### src/rtl/regfile_mp.sv
// rtl/regfile_mp.sv - two-write/two-read register file with per-register pending scoreboard
// Optional REGFILE_BYPASS_EN forwards same-cycle writes (and their pending clears) to the read ports.
module regfile_mp #(
    parameter int XLEN = 32,
    parameter int NREG = 32,
    localparam int AW  = $clog2(NREG)
) (
    input  logic            CLK,
    input  logic            RST_N,
    input  logic [AW-1:0]   rs1,
    input  logic [AW-1:0]   rs2,
    output logic [XLEN-1:0] rs1_value,
    output logic [XLEN-1:0] rs2_value,
    input  logic            we0,
    input  logic [AW-1:0]   rd0,
    input  logic [XLEN-1:0] wd0,
    input  logic            we1,
    input  logic [AW-1:0]   rd1,
    input  logic [XLEN-1:0] wd1,
    input  logic            iss_v,
    input  logic [AW-1:0]   iss_rd,
    output logic            rs1_busy,
    output logic            rs2_busy,
    output logic            any_busy
);

    logic [XLEN-1:0] regs [NREG];
    logic [NREG-1:0] pending;

    always_ff @(posedge CLK or negedge RST_N) begin
        if (!RST_N) begin
            for (int i = 0; i < NREG; i++) begin
                regs[i] <= '0;
            end
            pending <= '0;
        end else begin
            pending[0] <= 1'b0;
            for (int i = 1; i < NREG; i++) begin
                // port 1 wins a same-register collision
                if (we1 && rd1 == AW'(i)) begin
                    regs[i] <= wd1;
                end else if (we0 && rd0 == AW'(i)) begin
                    regs[i] <= wd0;
                end
                // an issue in the same cycle as a completing write leaves the bit set
                if (iss_v && iss_rd == AW'(i)) begin
                    pending[i] <= 1'b1;
                end else if ((we0 && rd0 == AW'(i)) || (we1 && rd1 == AW'(i))) begin
                    pending[i] <= 1'b0;
                end
            end
        end
    end

    assign any_busy = |pending;

`ifdef REGFILE_BYPASS_EN
    logic h0_1, h1_1, h0_2, h1_2;

    assign h0_1 = RST_N && we0 && (rd0 == rs1) && (rs1 != '0);
    assign h1_1 = RST_N && we1 && (rd1 == rs1) && (rs1 != '0);
    assign h0_2 = RST_N && we0 && (rd0 == rs2) && (rs2 != '0);
    assign h1_2 = RST_N && we1 && (rd1 == rs2) && (rs2 != '0);

    always_comb begin
        rs1_value = regs[rs1];
        rs1_busy  = pending[rs1];
        if (h1_1) begin
            rs1_value = wd1;
        end else if (h0_1) begin
            rs1_value = wd0;
        end
        if (h0_1 || h1_1) begin
            rs1_busy = iss_v && (iss_rd == rs1);
        end
    end

    always_comb begin
        rs2_value = regs[rs2];
        rs2_busy  = pending[rs2];
        if (h1_2) begin
            rs2_value = wd1;
        end else if (h0_2) begin
            rs2_value = wd0;
        end
        if (h0_2 || h1_2) begin
            rs2_busy = iss_v && (iss_rd == rs2);
        end
    end
`else
    assign rs1_value = regs[rs1];
    assign rs2_value = regs[rs2];
    assign rs1_busy  = pending[rs1];
    assign rs2_busy  = pending[rs2];
`endif

endmodule

### config.mk
export PLATFORM = sky130hd
export DESIGN_NAME = regfile_mp
export DESIGN_NICKNAME = d
export VERILOG_FILES = /design/src/rtl/regfile_mp.sv
export SDC_FILE = /design/constraint.sdc
export NUM_CORES = 2
export LEC_CHECK = 0
export BUFFER_PORTS_ARGS = -buffer_cell sky130_fd_sc_hd__buf_4
export CORE_UTILIZATION = 35
export CTS_CLUSTER_SIZE = 12
export DETAILED_ROUTE_END_ITERATION = 10
export SETUP_SLACK_MARGIN = 0.4
export SYNTH_ARGS = -nofsm -noshare
export SYNTH_HDL_FRONTEND = slang
export SYNTH_SLANG_ARGS = --single-unit
### constraint.sdc
create_clock -name CLK -period 6.95 [get_ports CLK]
set_input_delay 1.0425 -clock CLK [delete_from_list [all_inputs] [get_ports CLK]]
set_output_delay 1.0425 -clock CLK [all_outputs]
set_load 0.1 [all_outputs]
# Word-level counts from Yosys, hierarchy flattened
# Index checks and enable logic that the tools add are counted.
[classes]
n_lt_le_gt_ge = 4
n_eq_ne = 93
n_mux = 134
n_bitwise = 2
reduce_logical = 187
[ops]
columns = ["operator", "n"]
rows = [
  ["2-to-1 mux 32 bit", 66],
  ["binary-select mux 32 bit (select 5 bit)", 2],
  ["equality test 5 bit, second input constant", 48],
  ["nonzero test 2 bit", 62],
  ["equality test 5 x 4 -> 1 bit, second input constant", 24],
  ["logical AND 1 bit", 93],
  ["2-to-1 mux 1 bit", 64],
  ["equality test 5 x 3 -> 1 bit, second input constant", 12],
  ["logical OR 1 bit", 31],
  ["OR reduction 31 bit", 1],
  ["equality test 5 x 2 -> 1 bit, second input constant", 6],
  ["equality test 5 x 1 -> 1 bit, second input constant", 3],
  ["greater-or-equal comparator 6 bit, second input constant", 2],
  ["less-than comparator 5 x 6 -> 1 bit, second input constant", 2],
  ["NOT 5 -> 6 bit", 2],
  ["binary-select mux 1 bit (select 5 bit)", 2],
]
[word_totals]
ff_bits = 1023
inputBits = 94
output_inout_bits = 67
elab_cells = 482

# Longest topological paths before layout
[depth]
depth_word = 5
ltp_mapped = 8

# Least setup slack after synthesis
# OpenSTA, ideal clock, no wires.
[synth_path]
kind = "in2out"
from = "input rs2[0]"
to = "output rs2_value[10]"
t_arrival_ns = 4.452
slack_ns = 1.456
cell_stages = 8
n_path_buf = 5
cell_sequence = "buf_2 -> buf_4 -> buf_2 -> buf_2 -> buf_2 -> a22o_1 -> a211oi_1 -> o31ai_1"
[synth_via]
elab_chain_cells = 4
[synth_lines]
columns = ["element", "line_no", "text"]
rows = [
  ["from (decl)", "11", "input logic [AW-1:0] rs2,"],
  ["NOT 5 -> 6 bit (implied by the code)", "92", "assign rs2_value = regs[rs2];"],
  ["binary-select mux 32 bit (select 5 bit)", "92", ""],
  ["2-to-1 mux 32 bit (implied by the code) (2 in a row)", "92", ""],
  ["to (decl)", "13", "output logic [XLEN-1:0] rs2_value,"],
]
# No other way between the ends. The select of a mux whose other input is x is not followed.

# Worst setup path in the final report
[layout_path]
from = "input rs2[1]"
to = "output rs2_value[11]"
# The elaborated chain is that of the path after synthesis.

==> run metrics <==
status finished clean; Post-Synthesis Cells 6118; core area 181000 sq um; fin. max-slew vios 0; fraction of final layout cells with drive strength greater than 1 16.7%; post-synthesis to final-layout area growth 9.84%; DIE HEIGHT 430 microns; DRC violations left 0; die width ~430 microns; Synth async-reset ratio 100%; H-tree depth 3; unrepaired setup endpoints after global routing no; via count of the first global-routing pass 50129; post-CTS sizing 0; cell at the slowest stage of the critical path nor2b_4; DR WL/cell 30.1 microns; Achievable Freq 189 MHz; Post-CTS Setup Inserts 0; final worst path period need 5300 ps; average footprint of a synthesized cell 10.5 sq um; Largest delay share family, worst path buffers and inverters; cell at the root of the clock tree clkbuf_16; Final Instance Count excl. Fillers approximately 8200; number of cells after detailed placement 8028; final hold vios 0; top layer in use met5; path category of the worst min-delay check input pin to asynchronous set/reset pin; post-synthesis cell type with the largest combined area dfrtp_1; Worst Setup Start Kind input pin; hold bufs inserted after CTS 0; Post-synth EDFFs 0; yosys synthesis warning count 32; number of different library cells in the post-synthesis netlist 40; Top Ports 161; maximum net fanout on the critical path 30; Worst Reg2Reg Path Length in Cells 2; CP Depth 7; worst hold slack after final layout ~330 ps; overall global routing resource usage approximately a quarter; clock slew at reported path FFs roughly 60 ps; post-synthesis sequential element count 1023; wire length on met2 118000 microns; count of maximum capacitance violations 0; Period Utilization, post-route about three quarters; vias after detailed routing 50805; setup total negative slack 0 ps; worst vdd ir 191 uV; initial antenna violation count 6; Sinks on Clock Net 1023; die area 184000 sq um; power density over the cells 294 nW/um^2; Metal-1 WL 96400 microns; remaining global-route overflow 0; TritonCTS clock tree yes; Buffers on Ports 160; final cell utilization of the core 38.8%; Critical Path Sink Type output port; transition time at the pin with the least slew margin 1320 ps; list of most frequent post-synthesis cells 1192 x mux2i_1, 1023 x dfrtp_1, 536 x nand2_1, 529 x nor2_1; Clock Tree Buf Depth 3; placer's final routability congestion estimate 0.853; latest clock arrival within the worst-skew pair 740 ps; met3 wirelength from detailed routing about 20000 microns; Post-Synthesis Cell Area ~64000 sq um; slowest cell delay on critical path ~950 ps; most numerous cell in the Yosys netlist mux2i_1; top-area cell type share of the netlist area 40.0%; detailed placer's ending HPWL 142000 microns; critical path, cell by cell buf_6 > nor2b_4 > buf_4 > a22o_1 > a211oi_1 > o31ai_1 > buf_4; ys flop type dfrtp_1; Critical Setup Path Class input pin to output port; cell types with the largest area share after synthesis dfrtp_1 40%, mux2i_1 19%, mux4_2 14%; Net Count, Synth 6212; TritonCTS Buffers between 100 and 150; total detailed-routing wirelength 248000 microns; P_leak 31.1 nW; maximum number of pins on one net before global-route repair 168; sequential area share after synthesis 40.0%; count of buffering cells on the critical path with inverters included 3; relative max-transition margin about an eighth; number of vias per cell after detailed routing 6.18; standard-cell rows 156; Starting DRT DRC Count slightly above 6000; most common cell type on the critical path buf_4; Initial Util between 30% and 40%; Setup violations, final 0; global-route wire length before repair 360000 microns; Clock Skews 0 ps; Final Net Count 5866; Worst Path Arrival 4250 ps; required arrival time at the worst endpoint slightly below 6000 ps; TritonRoute pass-1 iters 8; Antenna Nets Post-Route 0
[worst paths after layout]
kind / startpoint / end / slack, ps
max: rs2[1] / rs2_value[11] / 1650
max in group asynchronous: RST_N / regs[946]$_DFFE_PN0P_ / 5020
min reg2reg: pending[28]$_DFFE_PN0P_ / pending[28]$_DFFE_PN0P_ / 570
max reg2reg: regs[523]$_DFFE_PN0P_ / regs[523]$_DFFE_PN0P_ / 6110
min in group CLK: pending[28]$_DFFE_PN0P_ / pending[28]$_DFFE_PN0P_ / 570
min: RST_N / regs[608]$_DFFE_PN0P_ / 330
[per-layer routing]
metal,GRT usage [%],vias to the layer above
met5,0,-
met4,13.1,8
met3,4.62,682
met2,43.2,2794
met1,33.3,25643
li1,-,21678
[state kept, by name (all words and copies together) (netlist names)]
signal and cells:
regs 992, pending 31
[metrics by stage]
step                      instance area, sq um  worst slack (ps)  power (mW)
after floorplan                          64000              1460        12.9
after global placement                   66600              1740        14.3
after detailed placement                 66600              1760        14.6
after CTS                                70300              1760        20.6
after global routing                     70300              1690        21.6
final                                    70300              1650        20.7
[cell families (layout without fill, tap and decap cells)]
| group | Yosys count | after routing | share of synthesized area (%) |
|---|---|---|---|
| buffers and inverters | 743 | 477 | 4.85 |
| flip-flops | 1023 | 1023 | 40.0 |
| multiplexers | 1653 | 1653 | 33.7 |
| AO/OA/AOI/OAI | 1484 | 1484 | 13.6 |
| AND/OR/NAND/NOR | 1215 | 1215 | 7.80 |
| other | 0 | 2 | 0 |
[layout by cell type (no fill, tap or decap), types with 4 or more instances in the layout]
cell type	instances
nor2b_1	11
buf_4	245
clkbuf_16	114
nand2_4	28
a32o_1	18
nor2b_4	6
mux2_2	65
nor4_1	7
and2_1	69
o21ai_0	429
nor2_1	516
nand2_1	506
o22ai_1	66
dfrtp_1	1023
a21oi_1	512
inv_1	12
o2bb2ai_1	6
mux4_2	396
clkbuf_1	25
o21ai_1	124
clkbuf_8	22
nor2_4	20
and3_1	4
a22o_1	197
clkinv_2	20
mux2i_1	1192
and2_2	7
a211oi_1	66
buf_8	5
o31ai_1	66
buf_12	17
nand2b_1	5
bufinv_16	6
[area by class of cell]
| cell class | count | area (sq um) |
|---|---|---|
| diodes | 2 | 5.00 |
| well taps | 2370 | 2970 |
| clock inverters | 33 | 370 |
| flip-flops and latches | 1023 | 25600 |
| repair buffers | 269 | 2280 |
| inverters | 14 | 52.6 |
| multi-input cells | 4352 | 35700 |
| fillers | 17428 | 111000 |
| clock buffers | 161 | 3250 |
[report_power, final]
group          switching (mW)  leakage [nW]  internal [mW]  total, mW
Combinational            2.98          16.8           2.77       5.75
Clock                    2.66          1.80           3.45       6.11
Sequential               1.26          12.5           7.55       8.81
Total                    6.90          31.1           13.8       20.7
Power figures use the tool's default switching activity.
